File: config.mk
export PLATFORM = sky130hd
export DESIGN_NAME = fetch_queue
export DESIGN_NICKNAME = d
export VERILOG_FILES = /design/src/rtl/fetch_queue.sv
export SDC_FILE = /design/constraint.sdc
export NUM_CORES = 1
export LEC_CHECK = 0
export CORE_MARGIN = 5
export CORE_UTILIZATION = 55
export DETAILED_ROUTE_END_ITERATION = 7
export GPL_TIMING_DRIVEN = 0
export PLACE_DENSITY = 0.78
export SETUP_SLACK_MARGIN = 0.02
export SLEW_MARGIN = 15
export SYNTH_ARGS = -nofsm -noshare
export SYNTH_HDL_FRONTEND = slang
export SYNTH_SLANG_ARGS = --single-unit
export TNS_END_PERCENT = 30
File: constraint.sdc
create_clock -name clk -period 5.7 [get_ports clk]
set_clock_uncertainty 0.1 [all_clocks]
set_input_delay 0.57 -clock clk [delete_from_list [all_inputs] [get_ports clk]]
set_output_delay 0.57 -clock clk [all_outputs]
set_load 0.02 [all_outputs]
File: src/rtl/fetch_queue.sv
// ============================================================================
//  Module   : fetch_queue
//  Purpose  : Instruction-fetch stage: PC, credit-limited imem requests,
//             response FIFO and registered fe_to_de hand-off to decode.
//  Revision : 1.0
// ============================================================================
`default_nettype none

typedef struct packed {
    logic [31:0] pc_value;
    logic [31:0] instruction_value;
    logic        pc_r;
} fe_to_de_s;

module fetch_queue #(
    parameter logic [31:0] RESET_PC  = 32'h0000_0000,
    parameter int          BUF_DEPTH = 4,
    parameter logic [31:0] NOP_INSTR = 32'h0000_0013
) (
    input  logic        clk,
    input  logic        rst,
    input  logic        stall,
    input  logic        redirect,
    input  logic [31:0] redirect_pc,
    output logic        imem_req_valid,
    input  logic        imem_req_ready,
    output logic [31:0] imem_req_addr,
    input  logic        imem_rsp_valid,
    input  logic [31:0] imem_rsp_data,
    output fe_to_de_s   fe_to_de
);

    localparam int c_PTR_W = $clog2(BUF_DEPTH);
    localparam int c_CNT_W = c_PTR_W + 1;
    localparam int c_SUM_W = c_CNT_W + 2;

    logic [31:0]        r_pc;
    logic [31:0]        r_ifq [BUF_DEPTH];
    logic [c_PTR_W-1:0] r_ifq_wr;
    logic [c_PTR_W-1:0] r_ifq_rd;
    logic [c_CNT_W-1:0] r_inflight;
    logic [c_CNT_W-1:0] r_drop_cnt;
    logic [31:0]        r_buf_pc    [BUF_DEPTH];
    logic [31:0]        r_buf_instr [BUF_DEPTH];
    logic [c_PTR_W-1:0] r_buf_wr;
    logic [c_PTR_W-1:0] r_buf_rd;
    logic [c_CNT_W-1:0] r_count;
    fe_to_de_s          r_fe_to_de;

    logic [c_SUM_W-1:0] w_credit_sum;
    logic [31:0]        w_redirect_pc;
    logic               w_req_fire;
    logic               w_rsp_keep;
    logic               w_rsp_drop;
    logic               w_pop;

    // Stale responses still owed by memory hold a credit until they drain.
    assign w_credit_sum   = c_SUM_W'(r_inflight) + c_SUM_W'(r_count) + c_SUM_W'(r_drop_cnt);
    assign imem_req_valid = !rst && !redirect && (w_credit_sum < c_SUM_W'(BUF_DEPTH));
    assign imem_req_addr  = r_pc;
    assign w_redirect_pc  = redirect_pc & 32'hFFFF_FFFC;
    assign w_req_fire     = imem_req_valid && imem_req_ready;
    assign w_rsp_drop     = imem_rsp_valid && (r_drop_cnt != '0);
    assign w_rsp_keep     = imem_rsp_valid && (r_drop_cnt == '0) && !redirect;
    assign w_pop          = !redirect && !stall && (r_count != '0);
    assign fe_to_de       = r_fe_to_de;

    always_ff @(posedge clk) begin
        if (rst) begin
            r_pc <= RESET_PC;
        end else if (redirect) begin
            r_pc <= w_redirect_pc;
        end else if (w_req_fire) begin
            r_pc <= r_pc + 32'd4;
        end
    end

    always_ff @(posedge clk) begin
        if (rst) begin
            r_ifq_wr   <= '0;
            r_ifq_rd   <= '0;
            r_inflight <= '0;
            r_drop_cnt <= '0;
        end else if (redirect) begin
            // Everything still owed becomes stale; a response landing now is one of them.
            r_ifq_wr   <= '0;
            r_ifq_rd   <= '0;
            r_inflight <= '0;
            r_drop_cnt <= r_drop_cnt + r_inflight - c_CNT_W'(imem_rsp_valid);
        end else begin
            if (w_req_fire) r_ifq_wr <= r_ifq_wr + c_PTR_W'(1);
            if (w_rsp_keep) r_ifq_rd <= r_ifq_rd + c_PTR_W'(1);
            r_inflight <= r_inflight + c_CNT_W'(w_req_fire) - c_CNT_W'(w_rsp_keep);
            r_drop_cnt <= r_drop_cnt - c_CNT_W'(w_rsp_drop);
        end
    end

    always_ff @(posedge clk) begin
        if (rst) begin
            r_buf_wr <= '0;
            r_buf_rd <= '0;
            r_count  <= '0;
        end else if (redirect) begin
            r_buf_wr <= '0;
            r_buf_rd <= '0;
            r_count  <= '0;
        end else begin
            if (w_rsp_keep) r_buf_wr <= r_buf_wr + c_PTR_W'(1);
            if (w_pop)      r_buf_rd <= r_buf_rd + c_PTR_W'(1);
            r_count <= r_count + c_CNT_W'(w_rsp_keep) - c_CNT_W'(w_pop);
        end
    end

    always_ff @(posedge clk) begin
        if (!rst && w_req_fire) begin
            r_ifq[r_ifq_wr] <= r_pc;
        end
        if (!rst && w_rsp_keep) begin
            r_buf_pc[r_buf_wr]    <= r_ifq[r_ifq_rd];
            r_buf_instr[r_buf_wr] <= imem_rsp_data;
        end
    end

    always_ff @(posedge clk) begin
        if (rst) begin
            r_fe_to_de.pc_value          <= '0;
            r_fe_to_de.instruction_value <= NOP_INSTR;
            r_fe_to_de.pc_r              <= 1'b1;
        end else if (redirect) begin
            r_fe_to_de.instruction_value <= NOP_INSTR;
            r_fe_to_de.pc_r              <= 1'b1;
        end else if (!stall) begin
            if (r_count != '0) begin
                r_fe_to_de.pc_value          <= r_buf_pc[r_buf_rd];
                r_fe_to_de.instruction_value <= r_buf_instr[r_buf_rd];
                r_fe_to_de.pc_r              <= 1'b0;
            end else begin
                r_fe_to_de.instruction_value <= NOP_INSTR;
                r_fe_to_de.pc_r              <= 1'b1;
            end
        end
    end

    a_no_overflow: assert property (@(posedge clk) disable iff (rst)
        w_rsp_keep |-> (r_count < c_CNT_W'(BUF_DEPTH)));

endmodule

`default_nettype wire
==> metrics, run 1 <==
setup TNS 0 ns; clock sinks 482; largest net degree at the start of global routing 48; post-synthesis sequential area ratio 72.7%; Synth Area in Adders 2.09%; M1 GR Usage 30.1%; post-route ant nets 0; Overall Global Routing Usage 22.0%; CTS clk-pin slew, worst paths 0.07 ns; Multi-input gate area 0.00467 mm2; Yosys warning total 0; postcts setup bufs 0; Tightest Pin Transition 1.08 ns; GRT met2 Usage 36.8%; vias in the first global route 10465; Fin. Hold Viols 0; RSZ-0062 raised after global routing no; Post-synth EDFFs 368; Worst-Skew Late Latency 0.55 ns; Initial Utilization 56.1%; initial antenna violation count 2; number of port buffers 158; GRT met3 Usage 3.85%; post-synthesis compound-gate area fraction 5.07%; Filler Cells Inserted 2176; Core ar. 0.0327 mm2; Post-DP HPWL 26.7 mm; Synth async-reset ratio 0%; fin crit share 83.2%; Tmin final 4.74 ns; Internal Power 6070 uW; XOR/XNOR share of the synthesized area 0.668%; Mapped Cells 1093; Residual DRC 0; CTS HTree Levels 2; hold crit path type flip-flop to flip-flop; status complete, no violations; switching share of power 20.6%; hold slack final 0.353 ns; CP endpoint kind flip-flop; Num CTS Buffers 47; io pins 168; Hold-fix buffers, CTS 0; total grt overflow 0; FF/Latch Area 0.0133 mm2; Max-slew headroom 28.1%; final slew viol count 0; Critical Path RT 6.02 ns; Power Dens Cells 342 mW/mm2; routed wire length 40.6 mm; CTS tree built; CTS root buf clkbuf_16; synth unique cells 54; DR WL/cell 22.6 um; routability cong. 0.877; DR pass1 iterations 6; layout cell share with drive strength beyond 1 14.2%; setup violators final 0; Peak VDD IR 0.000282 V; Syn-to-layout area delta 21.8%; Setup CP Type flip-flop to flip-flop; Sw Pwr 1580 uW; Rows 66; maxcap violations 0; simple-gate share of the synthesized area 6.04%; clock power share 43.2%; first-iteration detailed-routing DRC count 1084; die width 193 um; mux share of post-synthesis cell area 11.5%; R2R Setup Slk 0.96 ns; main flop type after synthesis edfxtp_1; final net count 1408; Synth Area per Inst 16.8 um2; LEAKAGE 0.00711 uW; CP arrival 5.06 ns; combinational share of power 5.7%; GRT busiest layer met2; Post-CTS Resized 0; first-pass GRT wire length 61.2 mm; die height 193 um; clk buf depth 3; vias per inst 5.87; largest family of logic cells by synthesized area multiplexers; Crit Path Max Fanout 10; via count 10522; FMAX 0.211 GHz; die area 0.0371 mm2; Post-Synthesis Cell Area 0.0183 mm2; Reg power frac 51.1%; CP Launch Type flip-flop; Yosys reg bits 482
layer usage:
metal / vias to the layer above / routed length [um] / share of wire, %
met5: - / 13 / 0.032
met4: 2 / 998 / 2.5
met3: 87 / 3020 / 7.5
met2: 453 / 20400 / 50
met1: 5274 / 16100 / 40
li1: 4706 / - / -
flip-flops by register name, summed over array words and instances, names as in the netlist, 3 cells and up, named ones only:
signal	count
r_buf_instr	128
r_count	3
r_buf_pc	120
r_ifq	120
imem_req_addr	30
r_inflight	3
r_drop_cnt	3
fe_to_de	63
cell usage in the layout, fill, tap and decap left out, types with 4 or more instances in the layout:
master / instances
o211ai_1: 4
edfxtp_1: 368
nor3_1: 13
and3_1: 6
clkbuf_16: 48
o311ai_0: 9
conb_1: 4
clkbuf_1: 59
nand3_1: 14
nor2_1: 62
buf_1: 8
clkinv_1: 9
mux4_2: 92
buf_4: 4
ha_1: 21
and3_2: 4
clkdlybuf4s50_1: 158
a21oi_1: 51
and2_4: 4
a31oi_1: 14
fa_1: 6
nand2_1: 100
o21ai_0: 12
dfxtp_1: 114
xnor2_1: 11
buf_12: 6
nand4_1: 8
bufinv_16: 10
inv_1: 29
or4_1: 9
a22oi_1: 34
clkinv_2: 5
Yosys cell counts, types with 4 or more instances:
cell type / instances / area (um2)
o211ai_1: 4 / 30.0
dfxtp_1: 114 / 2280
o311ai_0: 9 / 78.8
edfxtp_1: 368 / 11100
buf_1: 8 / 30.0
nand3_1: 14 / 70.1
clkbuf_1: 46 / 173
xnor2_1: 11 / 96.3
fa_1: 6 / 120
o21ai_0: 12 / 60.1
a31oi_1: 14 / 87.6
mux4_2: 92 / 2070
buf_4: 4 / 30.0
or4_1: 9 / 67.6
inv_1: 29 / 109
and2_1: 7 / 43.8
nand2_1: 100 / 375
a22oi_1: 34 / 255
and3_1: 10 / 62.6
nor3_1: 13 / 65.1
a21oi_1: 51 / 255
nand4_1: 8 / 50.1
nor2_1: 62 / 233
ha_1: 21 / 263
per-stage QoR:
step / instance area, um2 / total power (uW) / std cells / setup WS (ns) / util [%]
2_1_floorplan: 18400 / 4220 / 1096 / 1.68 / -
3_3_place_gp: 20500 / 4400 / 1696 / 0.365 / 62.7
3_5_place_dp: 20700 / 4420 / 1704 / 1.11 / 63.2
4_1_cts: 22300 / 7690 / 1792 / 1.08 / 68.3
5_1_grt: 22300 / 7880 / 1793 / 0.578 / 68.3
6_report: 22300 / 7650 / 1794 / 0.958 / 68.3
worst paths after layout:
check	to	depth (start not counted)	startpoint
hold / removal	fe_to_de[42]	2	fe_to_de[42]
setup reg to reg	r_inflight[2]	16	r_drop_cnt[2]
hold reg to reg	fe_to_de[42]	2	fe_to_de[42]
setup / recovery	r_inflight[2]	16	r_drop_cnt[2]
worst max-delay path, cell delays in order (launching register included):
cell      delay (ns)
dfxtp_1         0.44
inv_1           0.09
fa_1            0.50
inv_1           0.06
ha_1            0.29
nor4b_2         0.84
nor2_1          0.34
inv_1           0.18
clkbuf_1        0.47
ha_1            0.33
inv_1           0.06
ha_1            0.12
inv_1           0.04
fa_1            0.38
xnor2_1         0.18
xnor2_1         0.14
nor2_1          0.05
power groups by stage:
stage / sequential [uW] / clock, uW / combinational (uW)
2_1_floorplan: 3990 / 0 / 232
3_3_place_gp: 3980 / 0 / 419
3_5_place_dp: 3980 / 0 / 437
4_1_cts: 3910 / 3340 / 441
5_1_grt: 3920 / 3490 / 478
6_report: 3910 / 3300 / 437
layout make-up:
class	instances	share of cell area [%]
timing repair buffer	166	7.86
tap	442	2.48
clock buffer	62	5.66
inverter	31	0.521
multi-input combinational	523	20.9
clock inverter	26	1.76
antenna	2	0.0224
buffer	60	1.11
sequential	482	59.7
cell families (layout without fill, tap and decap cells):
family | Yosys count | after routing
other cells | 1 | 6
xor+xnor | 14 | 14
flops | 482 | 482
simple gates | 240 | 240
compound gates | 143 | 143
fa+ha+maj | 27 | 27
buf+inv | 91 | 345
mux | 95 | 95
No activity file was read; power rests on OpenSTA's default activity.
==> inputs of run 2 (changes only) <==
clock period = 4.5 ns   (was 5.7 ns; I/O delays follow)
==> run 2 against run 1 <==
Critical path depth did not move. Flip-flop and latch count did not move. Cell count barely moved. Fmax rose by 13%. First-iteration DRC count fell by 6.5%. Final area rose by 0.14%. Register-to-register slack got worse by 0.64 ns. Clock power rose by 27%. Utilization rose by 0.096 points. Critical path type unchanged. Die area did not move. Combinational power rose by 28%. Wire length fell by 0.13%.
==> metrics, run 2 (synthesis results as in run 1) <==
Num CTS Buffers 47 (unchanged); maxcap violations 0 (unchanged); Max-slew headroom 28.6% (+0.49 points); postcts setup bufs 0 (unchanged); total grt overflow 0 (unchanged); Peak VDD IR 0.000357 V (+27%); Total Power 9690 uW (+27%); layout cell share with drive strength beyond 1 14.5% (+0.23 points); LEAKAGE 0.00713 uW (+0.17%); Fin. Hold Viols 0 (unchanged); RR Startpoint r_inflight[1]; Largest Register r_buf_instr; Overall Global Routing Usage 22.0% (unchanged); HP Start rst; R2R Setup Slk 0.32 ns (-0.64 ns); initial antenna violation count 2 (unchanged); CTS root buf clkbuf_16; die area 0.0371 mm2 (unchanged); Power Dens Cells 433 mW/mm2 (+27%); final net count 1407 (-0.071%); final slew viol count 0 (unchanged); post-placement cell area 0.0207 mm2 (unchanged); CP cell instances inv_1 -> fa_1 -> nor2_1 -> fa_1 -> nor3b_2 -> o211ai_4 -> nor2_4 -> inv_1 -> ha_1 -> inv_1 -> ha_1 -> inv_1 -> fa_1 -> xnor2_1 -> xnor2_1 -> nor2_1; setup violators final 0 (unchanged); fin crit share 92.9% (+9.7 points); via count 10553 (+0.29%); die height 193 um (unchanged); Core ar. 0.0327 mm2 (unchanged); most frequent cells in the layout 368 x edfxtp_1, 158 x clkdlybuf4s50_1, 114 x dfxtp_1, 100 x nand2_1, 92 x mux4_2; vias in the first global route 10465 (unchanged); clock sinks 482 (unchanged); r2r worst-path depth 16 (unchanged); CTS clk-pin slew, worst paths 0.06 ns (about the same); Critical Path RT 4.82 ns (-1.20 ns); CTS tree built; hold crit path type primary input to flip-flop; Filler Cells Inserted 2176 (unchanged); Rows 66 (unchanged); RSZ-0062 raised after global routing no; vias per inst 5.89 (+0.35%); FF/Latch Area 0.0133 mm2 (unchanged); FMAX 0.239 GHz (+13%); Worst Hold Path EP fe_to_de[1]; largest net degree at the start of global routing 48 (unchanged); routability cong. 0.877 (unchanged); status complete, no violations; Tmin final 4.18 ns (-0.563 ns); die width 193 um (unchanged); first-iteration detailed-routing DRC count 1014 (-6.5%); most used cell along the critical path inv_1; CP Launch Type flip-flop; final setup margin 0.321 ns (-0.637 ns); Crit Reg-Reg Endpoint r_inflight[2]; Worst-Skew Late Latency 0.55 ns (about the same); post-route ant nets 0 (unchanged); Tightest Pin Transition 1.07 ns (-0.00739 ns); largest registers r_buf_instr (128), r_buf_pc (120), r_ifq (120); largest stage delay on the critical path 0.62 ns (-0.22 ns); hold depth 3 (+1); Largest register FFs 128 (unchanged); Layout Cells excl Fill 1793 (-0.056%); Syn-to-layout area delta 22.0%; DR WL/cell 22.6 um (about the same); DR pass1 iterations 7 (+1); Setup CP Type flip-flop to flip-flop; CP arrival 4.50 ns (-0.56 ns); routed wire length 40.5 mm (-0.13%); Multi-input gate area 0.00471 mm2 (+0.75%); most common cell after layout, fill and taps aside edfxtp_1; CTS HTree Levels 2 (unchanged); first-pass GRT wire length 61.2 mm (unchanged); io pins 168 (unchanged); pre-CTS setup slack -0.0932 ns (-1.20 ns); Initial Utilization 56.1% (unchanged); critical path's slowest cell fa_1; Final Cell Area 0.0224 mm2 (+0.14%); clk buf depth 3 (unchanged); Core Util, Final 68.4% (+0.096 points); number of port buffers 158 (unchanged); Crit Path Max Fanout 12 (+2); Post-DP HPWL 26.7 mm (unchanged); CP endpoint kind flip-flop; placed cell count 1704 (unchanged); Residual DRC 0 (unchanged)
run 2: stage by stage:
| stage | setup TNS, ns | hold WS [ns] |
|---|---|---|
| detailed placement | -0.0932 | 0.345 |
| global placement | -158.88 | 0.340 |
| CTS | 0 | 0.273 |
| finish | 0 | 0.301 |
| global route | 0 | 0.298 |
| floorplan | 0 | 0.369 |
run 2: area by class of cell:
type / count / share of cell area [%]
repair buffers: 166 / 7.85
clock inverters: 26 / 1.76
inverters: 31 / 0.520
multi-input cells: 523 / 21.0
flip-flops and latches: 482 / 59.6
clock buffers: 62 / 5.65
diodes: 2 / 0.0224
plain buffers: 59 / 1.10
well taps: 442 / 2.47
run 2: worst max-delay path by stage:
stage / slack (ns) / depth (start not counted) / endpoint / from
after detailed placement: -0.09 / 17 / r_inflight[2] / r_inflight[1]
after global placement: -0.71 / 5 / r_buf_pc[2][19] / imem_rsp_valid
after global routing: 0.07 / 16 / r_inflight[2] / r_inflight[1]
final: 0.32 / 16 / r_inflight[2] / r_inflight[1]
after floorplan: 0.48 / 17 / r_inflight[2] / r_inflight[1]
after CTS: 0.06 / 17 / r_inflight[2] / r_inflight[1]
run 2: what timing repair did:
action	in CTS	in global routing
hold buffers	0	0
setup endpoints to repair	1	2
gates cloned	0	0
pin swaps	0	1
gates resized for setup	3	3
run 2: where the power goes:
part | switching, uW | internal [uW]
registers | 73.2 | 4880
clock network | 1620 | 2560
logic | 308 | 253
run 2: routing by layer:
metal  GRT usage [%]  wire, um  up-vias
li1                -         -     4706
met2            36.8     20500      460
met5               0        13        -
met1            30.1     15900     5304
met4            6.34      1010        2
met3            3.85      3070       81
run 2: critical path, delay by kind of cell, from the launching register on:
family | cells | cell delay, ns
buf+inv | 4 | 0.58
flops | 1 | 0.39
fa+ha+maj | 5 | 1.83
xor+xnor | 2 | 0.32
compound gates | 1 | 0.38
simple gates | 4 | 0.44
